==> src/rtl/sig_pkg.sv <==
// rtl/sig_pkg.sv - shared light/state types and default dwell constants for the crossing controller
package sig_pkg;

  typedef enum logic [1:0] {
    RED    = 2'd0,
    YELLOW = 2'd1,
    GREEN  = 2'd2
  } light_t;

  typedef enum logic [2:0] {
    S0 = 3'd0,
    S1 = 3'd1,
    S2 = 3'd2,
    S3 = 3'd3,
    S4 = 3'd4
  } state_t;

  localparam int Y2R_DELAY_DEF = 3;
  localparam int R2G_DELAY_DEF = 2;

  function automatic int max2(input int a, input int b);
    return (a > b) ? a : b;
  endfunction

endpackage

==> src/rtl/sig_control_if.sv <==
// rtl/sig_control_if.sv - car sensor in, highway/country lights out
interface sig_control_if;
  import sig_pkg::*;

  logic   x;
  light_t highway;
  light_t country;

  modport master (
    output x,
    input  highway,
    input  country
  );

  modport slave (
    input  x,
    output highway,
    output country
  );

endinterface

==> src/rtl/sig_timer.sv <==
// rtl/sig_timer.sv - loadable dwell down-counter with zero flag
module sig_timer #(
  parameter int W = 3
) (
  input  logic         clock,
  input  logic         clear,
  input  logic         load_i,
  input  logic [W-1:0] load_val_i,
  output logic         zero_o
);

  logic [W-1:0] cnt_q, cnt_d;

  // Saturates at zero so untimed states leave it parked there.
  always_comb begin
    cnt_d = cnt_q;
    if (load_i) begin
      cnt_d = load_val_i;
    end else if (cnt_q != '0) begin
      cnt_d = cnt_q - 1'b1;
    end
  end

  always_ff @(posedge clock or negedge clear) begin
    if (!clear) begin
      cnt_q <= '0;
    end else begin
      cnt_q <= cnt_d;
    end
  end

  assign zero_o = (cnt_q == '0);

endmodule

==> src/rtl/sig_control.sv <==
// rtl/sig_control.sv - highway/country crossing FSM with timed yellow and all-red phases
module sig_control
  import sig_pkg::*;
#(
  parameter int Y2R_DELAY = Y2R_DELAY_DEF,
  parameter int R2G_DELAY = R2G_DELAY_DEF
) (
  input  logic          clock,
  input  logic          clear,
  sig_control_if.slave  bus
);

  localparam int CW = $clog2(max2(Y2R_DELAY, R2G_DELAY)) + 1;
  localparam logic [CW-1:0] Y2R_LOAD = CW'(Y2R_DELAY - 1);
  localparam logic [CW-1:0] R2G_LOAD = CW'(R2G_DELAY - 1);

  state_t          state_q, state_d;
  logic            load;
  logic [CW-1:0]   load_val;
  logic            dwell_done;

  sig_timer #(.W(CW)) u_timer (
    .clock      (clock),
    .clear      (clear),
    .load_i     (load),
    .load_val_i (load_val),
    .zero_o     (dwell_done)
  );

  always_ff @(posedge clock or negedge clear) begin
    if (!clear) begin
      state_q <= S0;
    end else begin
      state_q <= state_d;
    end
  end

  // The timer is loaded on the edge that enters a timed state, so it reads
  // delay-1 during the first cycle of that state.
  always_comb begin
    state_d  = state_q;
    load     = 1'b0;
    load_val = '0;
    case (state_q)
      S0: begin
        if (bus.x) begin
          state_d  = S1;
          load     = 1'b1;
          load_val = Y2R_LOAD;
        end
      end
      S1: begin
        if (dwell_done) begin
          state_d  = S2;
          load     = 1'b1;
          load_val = R2G_LOAD;
        end
      end
      S2: begin
        if (dwell_done) begin
          state_d = S3;
        end
      end
      S3: begin
        if (!bus.x) begin
          state_d  = S4;
          load     = 1'b1;
          load_val = Y2R_LOAD;
        end
      end
      S4: begin
        if (dwell_done) begin
          state_d = S0;
        end
      end
      default: state_d = S0;
    endcase
  end

  always_comb begin
    bus.highway = GREEN;
    bus.country = RED;
    case (state_q)
      S1: begin
        bus.highway = YELLOW;
        bus.country = RED;
      end
      S2: begin
        bus.highway = RED;
        bus.country = RED;
      end
      S3: begin
        bus.highway = RED;
        bus.country = GREEN;
      end
      S4: begin
        bus.highway = RED;
        bus.country = YELLOW;
      end
      default: begin
        bus.highway = GREEN;
        bus.country = RED;
      end
    endcase
  end

endmodule

==> src/flat_wrapper.sv <==
// flat-port wrapper written by rule: the top's interface ports become plain ports
module sig_control_flat import sig_pkg::*;
#(
  parameter int Y2R_DELAY = Y2R_DELAY_DEF,
  parameter int R2G_DELAY = R2G_DELAY_DEF
)
  (clock, clear, bus_x, bus_highway, bus_country);
  sig_control_if bus_i ();
  input  logic clock;
  input  logic clear;
  input wire logic [$bits(bus_i.x)-1:0] bus_x;
  output wire logic [$bits(bus_i.highway)-1:0] bus_highway;
  output wire logic [$bits(bus_i.country)-1:0] bus_country;
  assign bus_i.x = bus_x;
  assign bus_highway = bus_i.highway;
  assign bus_country = bus_i.country;
  sig_control #(.Y2R_DELAY(Y2R_DELAY), .R2G_DELAY(R2G_DELAY)) u_core (.clock(clock), .clear(clear), .bus(bus_i));
endmodule
==> config.mk <==
export PLATFORM = sky130hd
export DESIGN_NAME = sig_control_flat
export DESIGN_NICKNAME = d
export VERILOG_FILES = /design/src/rtl/sig_pkg.sv /design/src/rtl/sig_control_if.sv /design/src/rtl/sig_timer.sv /design/src/rtl/sig_control.sv /design/src/flat_wrapper.sv
export SDC_FILE = /design/constraint.sdc
export NUM_CORES = 1
export LEC_CHECK = 0
export ABC_CLOCK_PERIOD_IN_PS = 1900
export CAP_MARGIN = 20
export CELL_PAD_IN_SITES_DETAIL_PLACEMENT = 1
export CELL_PAD_IN_SITES_GLOBAL_PLACEMENT = 2
export CORE_UTILIZATION = 29
export DETAILED_ROUTE_END_ITERATION = 10
export PLACE_DENSITY_LB_ADDON = 0.08
export SLEW_MARGIN = 30
export SYNTH_ARGS = -nofsm -noshare
export SYNTH_HDL_FRONTEND = slang
export SYNTH_SLANG_ARGS = --single-unit
==> constraint.sdc <==
create_clock -name clock -period 1.9 [get_ports clock]
set_input_delay 0.38 -clock clock [delete_from_list [all_inputs] [get_ports clock]]
set_output_delay 0.38 -clock clock [all_outputs]
set_load 0.01 [all_outputs]
==> results of run 1 <==
## power groups by stage
stage                     Combinational (mW)  Sequential (mW)  Clock, mW
after CTS                              0.518            0.249      0.125
after global routing                   0.587            0.250      0.133
final                                  0.540            0.245      0.118
after detailed placement               0.489            0.259          0
after global placement                 0.463            0.251          0
after floorplan                        0.370            0.217          0
## synthesized netlist by cell type, types with 2 or more instances
library cell	instances	share of area (%)
sky130_fd_sc_hd__inv_1	4	3.7
sky130_fd_sc_hd__nand2_1	2	1.8
sky130_fd_sc_hd__nor2_1	6	5.5
sky130_fd_sc_hd__dfrtp_1	6	37
sky130_fd_sc_hd__a21oi_1	2	2.4
sky130_fd_sc_hd__ha_1	2	6.1
sky130_fd_sc_hd__nand2b_1	3	4.6
sky130_fd_sc_hd__nand3b_1	2	3.7
## metrics by stage
stage	setup slack, ps	utilization [%]
finish	74.3	41.7
CTS	9.70	40.4
global placement	197	37.3
floorplan	478	-
global route	13.6	41.7
detailed placement	152	37.3
## final cells by class
class                           count  area (µm²)  share of cell area [%]
Clock buffer                        3        22.5                    4.15
Inverter                            4        15.0                    2.76
Multi-Input combinational cell     32         229                    42.2
Sequential cell                     6         153                    28.1
Tap cell                           15        18.8                    3.46
Timing Repair Buffer               12         105                    19.4
## worst paths after layout
kind | to | slack, ps | cells past startpoint
setup / recovery | bus_country[1] | 70 | 3
min in group clock | u_core.u_timer.cnt_q[1] | 610 | 2
max in group asynchronous | u_core.state_q[0] | 1250 | 1
hold / removal | u_core.u_timer.cnt_q[1] | 390 | 1
hold reg to reg | u_core.u_timer.cnt_q[1] | 610 | 2
setup reg to reg | u_core.state_q[0] | 200 | 5
## critical path, stage by stage, from the launching register on
cell	delay [ps]
sky130_fd_sc_hd__dfrtp_2	430
sky130_fd_sc_hd__nand3b_1	190
sky130_fd_sc_hd__inv_1	70
sky130_fd_sc_hd__clkdlybuf4s50_1	530
## cell usage in the layout (no fill, tap or decap), types with 3 or more instances in the layout
cell type                         n
sky130_fd_sc_hd__nor2_1           5
sky130_fd_sc_hd__clkdlybuf4s50_1  3
sky130_fd_sc_hd__nand2b_1         3
sky130_fd_sc_hd__inv_1            4
sky130_fd_sc_hd__dfrtp_1          4
sky130_fd_sc_hd__clkbuf_4         3
sky130_fd_sc_hd__buf_4            6
## cell families (layout without fill, tap and decap cells)
kind of cell | Yosys count | count (layout) | share of synthesized area [%]
simple gates | 18 | 18 | 25.6
compound gates | 10 | 10 | 18.9
flops | 6 | 6 | 36.6
buf+inv | 6 | 19 | 8.23
fa+ha+maj | 2 | 2 | 6.10
xor+xnor | 1 | 1 | 2.13
mux | 1 | 1 | 2.44
## routing by layer
layer	wire length (µm)	GRT usage [%]
met1	444	17.9
met2	619	32.8
met3	58	3.41
met4	0	10.3
met5	0	0
## flip-flops by register name, indices dropped and copies added (netlist names)
signal,cells
u_core.state_q,3
u_core.u_timer.cnt_q,3
## what timing repair did
action                                  CTS  global route
setup buffers                             2             2
gates resized for setup                   5             1
endpoints found under the setup margin    4             2
==> summary by stage, run 1 <==
Run status
The flow ran to the end, and the final reports show no timing, DRC or antenna violations.

GRT
In the global route stage, overall resource usage came out at 17.7%. The first global-routing pass estimated 1750 µm of wire. The number of antenna violations at the first check in global routing is 0.

The overflow left after global routing is 0. The maximum number of pins on one net before global-route repair is 9. The number of global-route vias before repair came to 405.

Clock network
The clock passes through at most 2 buffers. The count of hold-fix buffers inserted at cts is 0. The CTS clock-pin slew for the worst setup and hold paths is 50 ps.

Clock tree synthesis inserted a total of 3 buffers. The CTS tree is built. The insertion delay of the later-clocked pin in the worst-skew pair is 240 ps. The tree is rooted in a sky130_fd_sc_hd__clkbuf_4. The clock drives 6 sinks. In this run the number of H-tree levels came out at 1.

Place
After legalization and detailed placement, the total HPWL measured 787 µm. In this run the tool buffered the top-level ports with 6 buffer cells. In this run the cell area measured after placement is 485 µm². The number of instances in the placed design is 65.

The final RePlAce weighted congestion is 0.823.

Pwr
The analysis attributes to cell leakage a power of 0.278 nW. The cell-internal power is 0.514 mW. The worst IR drop on VDD is 542 µV. The switching fraction of total power is 43.2%. Combinational cells account for 59.8% of the total power.

Power comes to 0.904 mW. Dividing total power by cell area gives a power density of 1660 mW/mm². The switching power of the nets is 0.390 mW. The portion of total power attributed to the clock network is 13.1%.

The relative contribution of sequential cells to total power is 27.1%.

Floorplanning
In this run the horizontal extent of the chip is 39.6 µm. The core box area is 0.00130 mm². The number of rows created at floorplan is 13. The number of placed I/O pins is 7.

The effective utilization at floorplan is 31.5%. The die span in y is 39.6 µm. The floorplan step defined a die boundary enclosing 0.00157 mm².

Setup path
STA puts the critical path data required time at 1520 ps. In this run the worst path has a maximum fanout of 4. The arrival time at the worst endpoint is 1450 ps. The worst register-to-register path begins at u_core.u_timer.cnt_q[0]. The startpoint kind of the worst setup timing path is a register. The startpoint-to-endpoint class of the critical path is register to output pin. The endpoint type of the worst setup path is an output pin. The critical path launch point is u_core.state_q[2].

Yosys
Counting flops with a built-in enable in the synthesized netlist gives 0. For this run, the register share of the synthesized area comes to 36.6%. The share of flip-flops with an asynchronous set or reset is 100%. During synthesis, Yosys emitted a total of 0 warnings.

The most common flop cell mapped by yosys is sky130_fd_sc_hd__dfrtp_1. The mean area per synthesized cell is 9.33 µm². The number of nets in the synthesized netlist is 49.

The register bit count reported by yosys is 6. The synthesized netlist contains 25 unique library cells. The synthesized instance count is 44.

The netlist area before placement is 410 µm².

Timing
Final hold analysis gives a worst-case slack of 394 ps. Of the available clock period, the critical path in the final layout requires 96.1%. Setup repair after global routing left no endpoint under its margin. The fmax is 548 MHz. Setup total negative slack on the finished layout was measured at 0 ps.

Subtracting the final worst setup slack from the clock period gives 1830 ps. The number of failing hold endpoints at the final stage is 0. The worst slew margin relative to its limit is 71.2%. The pin slew with the least headroom to its limit is 431 ps.

Setup violations remaining at the end of the flow were counted as 0. The number of pins with negative max-slew slack in the final report is 0. The maximum clock skew at final layout is 2.16 ps.

Drt
The routed layout has 390 vias. The total iterations of the first detailed-routing run is 4. After the first detailed-routing iteration, the DRC count stood at 3. The per-cell routed wire length is 15.6 µm. The count of nets left with antenna violations once routing finished came out at 0.

The total wire length is 1120 µm. In the routed design, unresolved DRC markers number 0. The average via count per standard cell is 5.42.

Final layout
The number of diodes is 0. The layout-stage area growth over the synthesis result is 32.3%. The final non-filler cell area is 543 µm². The number of standard cells in the final layout excluding fillers is 72. The layout cell share with drive strength beyond 1 is 26.3%. The number of filler instances in the final layout is 157. At the end of the flow, the number of nets in the layout was 64.

Hold path
The worst hold path class is input port to asynchronous set/reset pin.

Job
The max-cap check violation count is 0.
Power figures use the tool's default switching activity.
==> run 2, diff against run 1 <==
Settings changed: ABC_CLOCK_PERIOD_IN_PS 1900 to 1700, SYNTH_HIERARCHICAL set to 1.
Clock period 1.9 ns to 1.7 ns, I/O delays scaled along.
==> run 2 against run 1 <==
- flip-flop and latch count did not move
- critical path depth rose by 6
- hold slack got worse by 54 ps
- cell count rose by 22%
- clock skew rose by 7.9 ps
- critical endpoint is now u_core/u_timer/cnt_q[0]
- highest routed layer unchanged
==> summary by stage, run 2 <==
Final layout
The number of diodes is 0 (unchanged). The layout-stage area growth over the synthesis result is 68.2%. The layout cell share with drive strength beyond 1 came to 46.6% (+20 points). Leaving out fill and tap cells, the most frequent cells in the layout are sky130_fd_sc_hd__buf_4, sky130_fd_sc_hd__dfrtp_1, sky130_fd_sc_hd__dlygate4sd2_1. The final non-filler cell area is 734 µm² (+35%). The post-layout net count was 80 (+25%). The most common cell after layout, fill and taps aside is sky130_fd_sc_hd__buf_4. In the final layout, the registers with the most flip-flops are u_core/state_q (3), u_core/u_timer/cnt_q (3).

Pwr
The total power per unit cell area was 2150 mW/mm² (+29%). The reported leakage power is 0.338 nW (+22%). The total power after layout is 1.58 mW (+74%). The worst IR drop on VDD is 1020 µV (+87%).

Yosys
By count the netlist is led by sky130_fd_sc_hd__inv_1, sky130_fd_sc_hd__dfrtp_1, sky130_fd_sc_hd__nor2b_1. sky130_fd_sc_hd__dfrtp_1 takes more of the synthesized area than any other cell. The area fraction of the dominant cell type after synthesis is 34.4% (-2.2 points).

The register bit count reported by yosys is 6 (unchanged). The register area share after synthesis is 34.4% (-2.2 points). The synthesized instance count is 51 (+16%). The share of flip-flops with an asynchronous set or reset is 100% (unchanged). The number of synthesis warnings is 6 (+6). In the post-synthesis netlist, the cell with the most instances is sky130_fd_sc_hd__inv_1. The most common flop cell mapped by yosys is sky130_fd_sc_hd__dfrtp_1. The netlist area before placement is 437 µm² (+6.4%).

The mean area per synthesized cell is 8.56 µm² (-8.2%). The number of distinct library cells after synthesis is 28 (+12%). The number of synthesized flops with an enable pin is 0 (unchanged).

The synthesized net count is 56 (+14%). In the post-synthesis netlist, the biggest area contributors are sky130_fd_sc_hd__dfrtp_1, sky130_fd_sc_hd__inv_1, sky130_fd_sc_hd__ha_1.

Drt
The number of DRC markers after the initial detailed-route iteration was 1 (-2). The remaining number of nets flagged by the antenna check after routing is 0 (unchanged). The per-cell routed wire length is 17.7 µm (+14%). The via count of the routed design was 449 (+15%). The total wire length is 1560 µm (+39%). The total iterations of the first detailed-routing run is 2 (-2). The remaining design rule violation count is 0 (unchanged). The average via count per standard cell is 5.10 (-5.8%).

Timing
The minimum clock period is 1620 ps. The number of failing hold endpoints at the final stage came to 0 (unchanged). The maximum clock skew at final layout is 10.1 ps (+7.90 ps). The setup TNS after final layout is 0 ps (unchanged). The number of pins with negative max-slew slack in the final report was 0 (unchanged). Timing would allow up to 619 MHz. The share of the clock period used by the worst path after layout is 95.0%. Setup repair after global routing left no endpoint under its margin. The number of setup violations in the final report was 0 (unchanged).

Floorplanning
The total die area came to 0.00167 mm² (+6.1%). The number of rows created at floorplan came to 13 (unchanged). The die span in y is 40.8 µm (+3.0%). The effective utilization at floorplan is 32.3% (+0.81 points). The core box area is 0.00135 mm² (+3.7%). The number of placed I/O pins is 7 (unchanged). The die width came to 40.8 µm (+3.0%).

GRT
The met2 track utilization from global routing is 37.9% (+5.1 points). The number of antenna violations at the first check in global routing came to 0 (unchanged). The maximum number of pins on one net before global-route repair is 10 (+1). The wire length of the first global-routing pass was 2390 µm (+37%). The fraction of met1 tracks used by global routing came to 30.1% (+12 points). The number of global-route vias before repair is 467 (+15%).

The overflow left after global routing was 0 (unchanged). The global-route total usage across every layer is 23.6% (+5.9 points). The global routing stage identified its most utilized layer as met2. The met3 track utilization from global routing was 8.15% (+4.7 points).

Place
The quantity of I/O buffers inserted on ports is 6 (unchanged). The post-detailed-placement half-perimeter wirelength is 941 µm (+19%). The standard cell area after detailed placement came to 591 µm² (+22%). The final RePlAce weighted congestion was 0.788 (-4.2%).

Setup path
The data required time of the critical path is 1860 ps (+340 ps). The most common cell type on the critical path is sky130_fd_sc_hd__inv_2. The startpoint-to-endpoint class of the critical path is register to register. The number of buffer and inverter instances along the worst setup path is 3 (+1). The gate family responsible for the most delay along the worst path is compound AO/OA/AOI/OAI gates. STA classifies the critical path endpoint as a register. The largest fanout on the critical path is 7 (+3). The largest stage delay on the critical path came to 390 ps (-140 ps). The arrival time at the worst endpoint came to 1770 ps (+320 ps).

The signal on the critical path passes through inv_2 > ha_4 > nand2b_4 > inv_2 > nor3_4 > a2111oi_4 > buf_6 > nor2b_1 > a221oi_2. STA classifies the critical path startpoint as a register. The slowest stage of the critical path belongs to the cell sky130_fd_sc_hd__dfrtp_1.

Job
The max-cap check violation count is 0 (unchanged).

Run status
The flow ran to the end, and the final reports show no timing, DRC or antenna violations.

Clock network
The TritonCTS buffer count came to 3 (unchanged). The CTS clock-pin slew for the worst setup and hold paths is 50 ps (about the same). The number of clock sinks seen by CTS is 6 (unchanged).

The number of buffers on the longest clock path is 2 (unchanged). The count of hold-fix buffers inserted at cts is 0 (unchanged). The CTS tree is built. The root buffer cell is sky130_fd_sc_hd__clkbuf_4. The maximum level of the CTS H-tree is 1 (unchanged). The insertion delay of the later-clocked pin in the worst-skew pair came to 250 ps (about the same).

Hold path
The worst hold path class is input port to asynchronous set/reset pin.
-- run 2: cell types whose count changed in the layout (fill, tap and decap cells not counted), sizes merged, moves of 2 or more --
cell and delta:
inv +4, clkdlybuf4s50 -2, nand3b -2, or3 +2
nor2b +3, a211oi +2, nor4b +2, dlygate4sd2 +3
nand2 -2, buf +10, nor3 +2, nor2 -4
-- run 2: logic make-up after synthesis --
kind of cell / synth area share [%]
AO/OA/AOI/OAI: 16.3
XOR/XNOR: 2.01
buffers and inverters: 11.2
adder cells (fa/ha/maj): 5.73
other: 0.859
AND/OR/NAND/NOR: 27.2
multiplexers: 2.29
flip-flops: 34.4
-- run 2: where the power goes --
part | internal [mW] | leakage, nW | total (mW) | switching [mW]
clock network | 0.0800 | 0.0138 | 0.133 | 0.0534
logic | 0.603 | 0.251 | 1.17 | 0.566
registers | 0.213 | 0.0735 | 0.274 | 0.0610
total | 0.896 | 0.338 | 1.58 | 0.681
-- run 2: worst paths after layout --
path,from,end,slack [ps],depth (start not counted)
setup / recovery,u_core/u_timer/cnt_q[1],u_core/u_timer/cnt_q[0],80,9
hold / removal,clear,u_core/state_q[2],340,1
setup reg to reg,u_core/u_timer/cnt_q[1],u_core/u_timer/cnt_q[0],80,9
hold reg to reg,u_core/u_timer/cnt_q[2],u_core/u_timer/cnt_q[0],690,3
max in group asynchronous,clear,u_core/state_q[1],1130,1
min in group clock,u_core/u_timer/cnt_q[2],u_core/u_timer/cnt_q[0],690,3
-- run 2: per-layer routing --
layer / vias up / wire length [µm]
met4: 0 / 0
met2: 8 / 814
met3: 0 / 56
li1: 224 / -
met5: - / 0
met1: 217 / 690
-- run 2: per-stage QoR --
stage               setup WS, ps  hold slack, ps  util, %  cells
floorplan                   40.8            44.4        -     51
global placement            -167             600     43.7     79
detailed placement          -284             609     43.7     79
CTS                         8.66             346     50.3     85
global route                6.79             355     54.4     88
finish                      84.8             339     54.4     88
-- run 2: layout make-up --
type                       count  area, µm²
timing repair buffer          22        178
inverter                       8       30.0
tap                           15       18.8
clock buffer                   3       22.5
sequential                     6        150
fill                         153        616
multi-input combinational     34        335
-- run 2: what timing repair did --
| item | in CTS | in global routing |
|---|---|---|
| endpoints found under the setup margin | 7 | 4 |
| setup buffers | 3 | 3 |
| pin swaps | 2 | 3 |
| resized for setup | 17 | 5 |
